[src/rtl/obstacle_vertex_streamer_pkg.sv]
// Shared types and geometry helpers for the obstacle vertex streamer.
// The table layout is a fixed stride of (max vertices + 1) words per slot:
// one header word holding the vertex count, followed by the vertex words.
package obstacle_pkg;

    localparam int WORLD_BITS_DEFAULT   = 32;
    localparam int MAX_VERTICES_DEFAULT = 8;

    // One vertex word as stored in memory: x in the upper half.
    typedef struct packed {
        logic signed [WORLD_BITS_DEFAULT-1:0] x;
        logic signed [WORLD_BITS_DEFAULT-1:0] y;
    } vertex_t;

    typedef enum logic [2:0] {
        ST_IDLE,
        ST_HDR,
        ST_HWAIT,
        ST_STREAM,
        ST_DRAIN,
        ST_NEXT,
        ST_DONE
    } streamer_state_t;

    // Words occupied by one slot (header + vertex capacity).
    function automatic int slot_stride(input int max_vertices);
        return max_vertices + 1;
    endfunction

    // Width of the vertex-count field in the header word.
    function automatic int hdr_count_bits(input int max_vertices);
        return $clog2(max_vertices + 1);
    endfunction

    localparam int SLOT_STRIDE    = slot_stride(MAX_VERTICES_DEFAULT);
    localparam int HDR_COUNT_BITS = hdr_count_bits(MAX_VERTICES_DEFAULT);

endpackage

[src/rtl/obstacle_vertex_streamer_addr_gen.sv]
// Address generator for the obstacle table walk: owns the slot index and the
// in-slot vertex offset, and keeps the read address registered as
// slot * stride + offset so it can drive the memory directly.
module obstacle_addr_gen
    import obstacle_pkg::*;
#(
    parameter int NUM_OBSTACLES    = 8,
    parameter int MAX_NUM_VERTICES = 8,
    parameter int ADDR_BITS        = $clog2(NUM_OBSTACLES * (MAX_NUM_VERTICES + 1)),
    parameter int CNT_BITS         = hdr_count_bits(MAX_NUM_VERTICES),
    parameter int SLOT_BITS        = (NUM_OBSTACLES > 1) ? $clog2(NUM_OBSTACLES) : 1
) (
    input  logic                 clk,
    input  logic                 rst_n,
    input  logic                 frame_start,
    input  logic                 slot_advance,
    input  logic                 vtx_advance,
    input  logic [CNT_BITS-1:0]  vtx_count,
    output logic [ADDR_BITS-1:0] addr,
    output logic                 last_slot,
    output logic                 last_vertex
);

    localparam int STRIDE = slot_stride(MAX_NUM_VERTICES);
    localparam logic [SLOT_BITS-1:0] LAST_SLOT_IDX = SLOT_BITS'(NUM_OBSTACLES - 1);

    logic [SLOT_BITS-1:0] slot;
    logic [CNT_BITS-1:0]  offset;

    function automatic logic [ADDR_BITS-1:0] form_addr(input logic [SLOT_BITS-1:0] s,
                                                       input logic [CNT_BITS-1:0]  o);
        return ADDR_BITS'(int'(s) * STRIDE + int'(o));
    endfunction

    // Slot/offset counters with the address updated in the same edge.
    always_ff @(posedge clk or negedge rst_n) begin
        if (!rst_n) begin
            slot   <= '0;
            offset <= '0;
            addr   <= '0;
        end else if (frame_start) begin
            slot   <= '0;
            offset <= '0;
            addr   <= '0;
        end else if (slot_advance) begin
            slot   <= slot + 1'b1;
            offset <= '0;
            addr   <= form_addr(slot + 1'b1, '0);
        end else if (vtx_advance) begin
            offset <= offset + 1'b1;
            addr   <= form_addr(slot, offset + 1'b1);
        end
    end

    assign last_slot   = (slot == LAST_SLOT_IDX);
    assign last_vertex = (offset == vtx_count);

endmodule

[src/rtl/obstacle_vertex_streamer.sv]
// Walks the obstacle table once per frame and streams every non-empty slot
// as a contiguous valid burst of vertices, then pulses done_out.
// Optional feature macro: STREAMER_CLOSE_POLY_EN -- appends the first vertex
// of each burst as an extra final cycle so the emitted polygon is closed.
module obstacle_vertex_streamer
    import obstacle_pkg::*;
#(
    parameter int WORLD_BITS       = 32,
    parameter int MAX_NUM_VERTICES = 8,
    parameter int NUM_OBSTACLES    = 8,
    parameter int ADDR_BITS        = $clog2(NUM_OBSTACLES * (MAX_NUM_VERTICES + 1))
) (
    input  logic                         clk_in,
    input  logic                         rst_n_in,
    input  logic                         start_in,
    output logic                         rd_en_out,
    output logic [ADDR_BITS-1:0]         rd_addr_out,
    input  logic [2*WORLD_BITS-1:0]      rd_data_in,
    output logic                         valid_out,
    output logic signed [WORLD_BITS-1:0] x_out,
    output logic signed [WORLD_BITS-1:0] y_out,
    output logic                         done_out,
    output logic                         busy_out
);

    localparam int CNT_BITS  = hdr_count_bits(MAX_NUM_VERTICES);
    localparam int SLOT_BITS = (NUM_OBSTACLES > 1) ? $clog2(NUM_OBSTACLES) : 1;
    localparam logic [CNT_BITS-1:0] MAX_CNT = CNT_BITS'(MAX_NUM_VERTICES);

    streamer_state_t     state;
    logic [CNT_BITS-1:0] vtx_count;
    logic [CNT_BITS-1:0] hdr_count;
    logic                vtx_rd;        // a vertex read is on the bus this cycle
    logic                vtx_data_vld;  // rd_data_in carries a vertex this cycle
    logic                drain_busy;
    logic                frame_start;
    logic                slot_advance;
    logic                vtx_advance;
    logic                last_slot;
    logic                last_vertex;

    assign hdr_count = rd_data_in[CNT_BITS-1:0];

    obstacle_addr_gen #(
        .NUM_OBSTACLES   (NUM_OBSTACLES),
        .MAX_NUM_VERTICES(MAX_NUM_VERTICES),
        .ADDR_BITS       (ADDR_BITS),
        .CNT_BITS        (CNT_BITS),
        .SLOT_BITS       (SLOT_BITS)
    ) u_addr_gen (
        .clk         (clk_in),
        .rst_n       (rst_n_in),
        .frame_start (frame_start),
        .slot_advance(slot_advance),
        .vtx_advance (vtx_advance),
        .vtx_count   (vtx_count),
        .addr        (rd_addr_out),
        .last_slot   (last_slot),
        .last_vertex (last_vertex)
    );

    // Address-generator commands decoded from the current state.
    always_comb begin
        frame_start  = 1'b0;
        slot_advance = 1'b0;
        vtx_advance  = 1'b0;
        case (state)
            ST_IDLE:   frame_start  = start_in;
            ST_HWAIT:  vtx_advance  = (hdr_count != '0);
            ST_STREAM: vtx_advance  = !last_vertex;
            ST_NEXT:   slot_advance = !last_slot;
            default:   ;
        endcase
    end

    // Frame sequencer; read strobe and status outputs are set for the next cycle.
    always_ff @(posedge clk_in or negedge rst_n_in) begin
        if (!rst_n_in) begin
            state     <= ST_IDLE;
            vtx_count <= '0;
            rd_en_out <= 1'b0;
            vtx_rd    <= 1'b0;
            done_out  <= 1'b0;
            busy_out  <= 1'b0;
        end else begin
            rd_en_out <= 1'b0;
            vtx_rd    <= 1'b0;
            done_out  <= 1'b0;
            case (state)
                ST_IDLE: begin
                    if (start_in) begin
                        state     <= ST_HDR;
                        rd_en_out <= 1'b1;
                        busy_out  <= 1'b1;
                    end
                end
                ST_HDR: state <= ST_HWAIT;
                ST_HWAIT: begin
                    if (hdr_count == '0) begin
                        state <= ST_NEXT;
                    end else begin
                        vtx_count <= (hdr_count > MAX_CNT) ? MAX_CNT : hdr_count;
                        state     <= ST_STREAM;
                        rd_en_out <= 1'b1;
                        vtx_rd    <= 1'b1;
                    end
                end
                ST_STREAM: begin
                    if (last_vertex) begin
                        state <= ST_DRAIN;
                    end else begin
                        rd_en_out <= 1'b1;
                        vtx_rd    <= 1'b1;
                    end
                end
                ST_DRAIN: begin
                    if (!drain_busy) state <= ST_NEXT;
                end
                ST_NEXT: begin
                    if (last_slot) begin
                        state    <= ST_DONE;
                        done_out <= 1'b1;
                    end else begin
                        state     <= ST_HDR;
                        rd_en_out <= 1'b1;
                    end
                end
                ST_DONE: begin
                    state    <= ST_IDLE;
                    busy_out <= 1'b0;
                end
                default: state <= ST_IDLE;
            endcase
        end
    end

`ifdef STREAMER_CLOSE_POLY_EN
    logic                      last_data_vld;
    logic                      close_stage;
    logic [2*WORLD_BITS-1:0]   first_vertex;

    // Track the last vertex through the read latency and latch each burst's
    // first vertex (first data while the output is idle) for the closing cycle.
    always_ff @(posedge clk_in or negedge rst_n_in) begin
        if (!rst_n_in) begin
            last_data_vld <= 1'b0;
            close_stage   <= 1'b0;
            first_vertex  <= '0;
        end else begin
            last_data_vld <= vtx_rd && last_vertex;
            close_stage   <= last_data_vld;
            if (vtx_data_vld && !valid_out) first_vertex <= rd_data_in;
        end
    end

    assign drain_busy = vtx_data_vld || close_stage;
`else
    assign drain_busy = vtx_data_vld;
`endif

    // Output register: vertex data one cycle after it arrives, held otherwise.
    always_ff @(posedge clk_in or negedge rst_n_in) begin
        if (!rst_n_in) begin
            vtx_data_vld <= 1'b0;
            valid_out    <= 1'b0;
            x_out        <= '0;
            y_out        <= '0;
        end else begin
            vtx_data_vld <= vtx_rd;
            valid_out    <= vtx_data_vld;
            if (vtx_data_vld) {x_out, y_out} <= rd_data_in;
`ifdef STREAMER_CLOSE_POLY_EN
            if (close_stage) begin
                valid_out      <= 1'b1;
                {x_out, y_out} <= first_vertex;
            end
`endif
        end
    end

endmodule

[config.mk]
export PLATFORM = sky130hd
export DESIGN_NAME = obstacle_vertex_streamer
export DESIGN_NICKNAME = d
export VERILOG_FILES = /design/src/rtl/obstacle_vertex_streamer_pkg.sv /design/src/rtl/obstacle_vertex_streamer_addr_gen.sv /design/src/rtl/obstacle_vertex_streamer.sv
export SDC_FILE = /design/constraint.sdc
export NUM_CORES = 1
export LEC_CHECK = 0
export BUFFER_PORTS_ARGS = -buffer_cell sky130_fd_sc_hd__buf_2
export CORE_UTILIZATION = 40
export CTS_CLUSTER_DIAMETER = 150
export DETAILED_ROUTE_END_ITERATION = 10
export PLACE_DENSITY = 0.73
export SYNTH_ARGS = -nofsm -noshare
export SYNTH_HDL_FRONTEND = slang
export SYNTH_SLANG_ARGS = --single-unit
[constraint.sdc]
create_clock -name clk_in -period 2.6 [get_ports clk_in]
set_clock_uncertainty 0.1 [all_clocks]
set_input_delay 0.52 -clock clk_in [delete_from_list [all_inputs] [get_ports clk_in]]
set_output_delay 0.52 -clock clk_in [all_outputs]
set_load 0.01 [all_outputs]
Word-level counts from Yosys, hierarchy flattened
Index checks and enable logic that the tools add are counted.
{"block": "op_classes", "add_sub_neg": 3, "multipliers": 2, "n_lt_le_gt_ge": 1, "eq_ne": 11, "n_mux": 28, "n_bitwise": 1, "n_reduce_logical": 11}
{"operator": "3-bit two-way mux", "count": 7}
{"operator": "7-bit two-way mux", "count": 3}
{"operator": "3-bit one-hot mux with 6 select lines", "count": 1}
{"operator": "4-bit two-way mux", "count": 4}
{"operator": "3-bit by 4-bit multiplier with 7-bit output, second input constant", "count": 2}
{"operator": "3-bit equality test, second input constant", "count": 4}
{"operator": "1-bit two-way mux", "count": 9}
{"operator": "7-bit by 5-bit adder with 7-bit output", "count": 1}
{"operator": "3-bit by 2-bit equality test with 1-bit output, second input constant", "count": 2}
{"operator": "2-bit != test, second input constant", "count": 3}
{"operator": "1-bit one-hot mux with 2 select lines", "count": 3}
{"operator": "4-bit by 1-bit adder with 4-bit output, second input constant", "count": 1}
{"operator": "4-bit equality test", "count": 1}
{"operator": "4-bit greater-than comparator, second input constant", "count": 1}
{"operator": "4-bit logical NOT", "count": 1}
{"operator": "1-bit one-hot mux with 4 select lines", "count": 1}
{"operator": "2-bit AND reduction", "count": 2}
{"operator": "2-bit nonzero test", "count": 2}
{"operator": "4-bit nonzero test", "count": 1}
{"operator": "3-bit by 1-bit adder with 3-bit output, second input constant", "count": 1}
{"operator": "3-bit by 1-bit equality test with 1-bit output, second input constant", "count": 1}
{"operator": "3-bit logical NOT", "count": 1}
{"operator": "3-bit AND reduction", "count": 1}
{"operator": "3-bit nonzero test", "count": 1}
{"operator": "other kinds (2)", "count": 3}
{"block": "totals", "register_bits": 91, "out_inout_bits": 75, "wordCells": 70}

Logic depth before layout (Yosys ltp)
{"block": "depth", "word_depth": 6, "ltp_mapped": 9, "depth_no_buf": 9}

By module
Synthesis repeated with hierarchy kept, for this count alone.
{"block": "unflattened", "hier_cells": 290, "hier_area_um2": 3952.5}
{"module": "obstacle_vertex_streamer", "instances": 1, "cells_per_inst": 194, "area_per_inst_um2": 2982.9}
{"module": "obstacle_addr_gen", "instances": 1, "cells_per_inst": 96, "area_per_inst_um2": 969.7}

Worst setup path after synthesis
No wires, ideal clock.
{"block": "synth_path", "path_type": "reg2reg", "from": "reg u_addr_gen.offset[0]", "to": "reg u_addr_gen.addr[5]", "arrival_ps": 2249, "setup_slack_ps": 173, "stages_incl_launch_ff": 10, "path_buffers": 0, "period_less_slack_ps": 2427, "path_cell_list": "dfrtp_1 ha_1 ha_1 ha_1 fa_1 a21o_1 a21oi_1 xnor2_1 mux2i_1 a21oi_1"}
{"block": "synth_via", "elab_chain_len": 5, "elab_cells_between_ends": 9, "classes_between": "2 x add/sub; 1 x eq/ne; 4 x mux; 2 x reduce/logical"}
{"element": "start: declaration", "line": "obstacle_vertex_streamer_addr_gen.sv:28", "rtl": "logic [CNT_BITS-1:0] offset;"}
{"element": "start signal: assignment", "line": "obstacle_vertex_streamer_addr_gen.sv:50", "rtl": "offset <= offset + 1'b1;"}
{"element": "4-bit by 1-bit adder with 4-bit output", "line": "obstacle_vertex_streamer_addr_gen.sv:51", "rtl": "addr <= form_addr(slot, offset + 1'b1);"}
{"element": "7-bit by 5-bit adder with 7-bit output", "line": "obstacle_vertex_streamer_addr_gen.sv:32", "rtl": "return ADDR_BITS'(int'(s) * STRIDE + int'(o));"}
{"element": "7-bit two-way mux", "line": "obstacle_vertex_streamer_addr_gen.sv:49", "rtl": "end else if (vtx_advance) begin"}
{"element": "7-bit two-way mux", "line": "obstacle_vertex_streamer_addr_gen.sv:45", "rtl": "end else if (slot_advance) begin"}
{"element": "7-bit two-way mux", "line": "obstacle_vertex_streamer_addr_gen.sv:41", "rtl": "end else if (frame_start) begin"}
{"element": "end signal: assignment", "line": "obstacle_vertex_streamer_addr_gen.sv:48", "rtl": "addr <= form_addr(slot + 1'b1, '0);"}
{"element": "end signal: assignment", "line": "obstacle_vertex_streamer_addr_gen.sv:51"}
{"element": "end: declaration", "line": "obstacle_vertex_streamer_addr_gen.sv:19", "rtl": "output logic [ADDR_BITS-1:0] addr,"}
Parallel ways exist; a longest one is shown, timed or not. The select of a mux whose other input is x is not followed.
A chain may end at the register's enable or synchronous reset.

Worst setup path in the final report
Ends and elaborated chain as after synthesis.

==> run metrics <==
number of input and output port buffers inserted 141; Die Footprint 0.009980 mm^2; share of synthesized cell area in full adder, half adder and majority cells 4.112%; ports placed on the boundary 142; area fraction in compound gates after synthesis 6.234%; antenna violations before repair 0; setup slack at placement 0.08237 ns; fin worst setup slack 0.1530 ns; number of pins with negative max-slew slack in the final report 0; Worst EP required 2.78 ns; async set-or-reset flop fraction in the synthesized netlist 100.0%; placed wire-length estimate after detailed placement 5565 um; GRT Total Usage 16.14%; share of post-route cells with drive strength above 1 54.59%; fraction of synthesized cell area in xor and xnor cells 2.513%; number of nets with antenna violations after detailed routing 0; highest-count cells in the layout ignoring fill and taps buf_2 (140), dfrtp_1 (90), mux2_2 (64), nand2_1 (13), a21oi_1 (12); kind of critical path flip-flop to flip-flop; synth-to-layout area growth 27.87%; largest net degree at the start of global routing 62; number of hold-slack violations in the final timing report 0; most common cell after layout, fill and taps aside buf_2; number of warnings issued by yosys 0; final std cell area, no fill 0.004902 mm^2; delay of the slowest critical-path stage 0.39 ns; die height 99.90 um; mean post-synth cell area 13.89 um^2; Worst path top cell family by delay adder cells; clock-pin slew on the worst setup and hold paths 0.09 ns; initial core utilization 41.29%; final weighted congestion in routability-driven placement 0.7844; Final Critical Period 2.447 ns; portion of the post-synthesis area used by sequential elements 59.40%; Max Fanout on Critical Path 2; standard-cell rows 35; main combinational cell family by area after synthesis multiplexers; DRC marker count from the first detailed-route iteration 53; count of clock tree sinks 91; status complete, no violations; library cells used by synthesis 33; TritonCTS clock tree yes; number of nets at the end of the flow 500; cell area after synthesis 0.003834 mm^2; setup repair after global routing missed its margin false; transition at the pin with the smallest max-transition slack 0.5301 ns; count of flip-flops with a built-in enable after synthesis 0; CTS Buf Count 9; instance count of the mapped netlist 276; vias after detailed routing 2680; static leakage 2.386 nW; Setup-failing EPs final 0; Syn Nets 355; global-route wire length before repair 12560 um; type of the tightest min-delay check primary input to asynchronous set/reset pin; Congestion Overflow GR 0; total length of routed wires 7468 um; Power Density 1291 mW/mm^2; final worst-path cycle share 94.12%; cell type with the highest occurrence count on the critical path ha_1; critical path buffer and inverter count 0; CTS H-tree lvls 3; cells along the critical path ha_1 > ha_1 > ha_1 > fa_2 > a21o_1 > a21oi_2 > xnor2_1 > mux2i_1 > a21oi_1; CTS Root Cell clkbuf_8; total cell area at the placement stage 0.004696 mm^2; crit path capture type flip-flop; horizontal extent of the die 99.90 um; largest buffer count on any clock path 2; worst rel slew slack 64.53%; number of global-route vias before repair 2722; critical-path cell with the highest stage delay dfrtp_1; kind of start point of the critical path flip-flop; data arrival time of the critical path 2.63 ns; First-pass DRT Iterations 5; Max Cap Viol 0; routed len/inst 13.48 um; CORE AREA 0.009284 mm^2; number of diodes 0; post-detailed-route DRC marker count 0; maximum clock rate 0.4087 GHz; Post-synth top flop dfrtp_1; worst-skew pair later-pin latency 0.35 ns; peak supply drop 0.4981 mV; setup TNS 0 ns; register bit total from synthesis 91; via-per-instance ratio 4.838; mux share of post-synthesis cell area 20.37%; synthesized-area fraction occupied by and/or/nand/nor cells 5.320%
-- logic make-up after synthesis --
| family | count (synthesis) |
|---|---|
| DFF | 91 |
| muxes | 70 |
| and+or+nand+nor | 41 |
| AOI/OAI and AO/OA | 36 |
| buffers and inverters | 15 |
| adders and majority gates | 12 |
| xor gates and xnor gates | 11 |
-- final cells by class --
type                    instances  area [um^2]
multi-input cells             170         1484
clock buffers                  10        137.6
repair buffers                145        763.2
well taps                     129        161.4
clock inverters                 5        62.56
inverters                       4        15.01
fillers                       848         4382
flip-flops and latches         91         2278
-- layer usage --
| metal | part of all wire [%] | vias to the layer above | global-route usage, % |
|---|---|---|---|
| met3 | 6.5 | 11 | 3.969 |
| met2 | 48 | 106 | 26.05 |
| li1 | - | 1267 | - |
| met5 | 0 | - | 0 |
| met4 | 1.8 | 0 | 7.805 |
| met1 | 43 | 1296 | 20.37 |
-- cell usage after synthesis (3+ instances only) --
| master | n | area share, % |
|---|---|---|
| dfrtp_1 | 91 | 59 |
| mux2_2 | 64 | 19 |
| a21oi_1 | 13 | 1.7 |
| nand2_1 | 13 | 1.3 |
| ha_1 | 11 | 3.6 |
| nor2_1 | 11 | 1.1 |
| xnor2_1 | 9 | 2.1 |
| buf_2 | 6 | 0.78 |
| mux2i_1 | 6 | 1.6 |
| o31ai_1 | 6 | 1.2 |
| o21ai_0 | 5 | 0.65 |
| inv_1 | 4 | 0.39 |
| nand2b_1 | 4 | 0.65 |
| nand3_1 | 4 | 0.52 |
| a22o_1 | 3 | 0.69 |
| clkbuf_1 | 3 | 0.29 |
| nor3_1 | 3 | 0.39 |
-- per-stage QoR --
stage	hold slack (ns)	power [mW]	utilization [%]	cells
floorplan	0.1244	4.439	-	276
global placement	0.2350	5.330	50.58	539
detailed placement	0.2369	5.453	50.58	539
CTS	0.02789	6.427	52.74	554
global route	0.04716	6.847	52.80	554
finish	0.02618	6.327	52.80	554
-- registers in the layout, indices dropped and copies added (netlist names), 3 cells and up --
register	cells
state	3
u_addr_gen.addr	7
u_addr_gen.offset	4
u_addr_gen.slot	3
vtx_count	4
x_out	32
y_out	32
-- path summary, 6_finish.rpt --
path | to | start | cells after the start | slack [ns]
setup reg to reg | u_addr_gen.addr[5] | u_addr_gen.offset[0] | 9 | 0.15
max in group asynchronous | x_out[31] | rst_n_in | 2 | 1.73
min in group clk_in | drain_busy | vtx_rd | 0 | 0.27
setup / recovery | u_addr_gen.addr[5] | u_addr_gen.offset[0] | 9 | 0.15
hold / removal | u_addr_gen.addr[1] | rst_n_in | 1 | 0.03
hold reg to reg | drain_busy | vtx_rd | 0 | 0.27
-- repair_timing --
action / CTS / global route
setup endpoints to repair: 0 / 1
gates resized for setup: 0 / 2
endpoints found under the hold margin: 0 / 0
hold buffers: 0 / 0
buffers inserted: 0 / 0
-- power breakdown --
group	internal (mW)	leakage (nW)	switching, mW
Sequential	2.10	1.08	0.414
Clock	0.470	0.0950	0.484
Combinational	1.46	1.21	1.40
Total	4.03	2.39	2.30
Note: power is estimated with default switching activity, not from simulation.
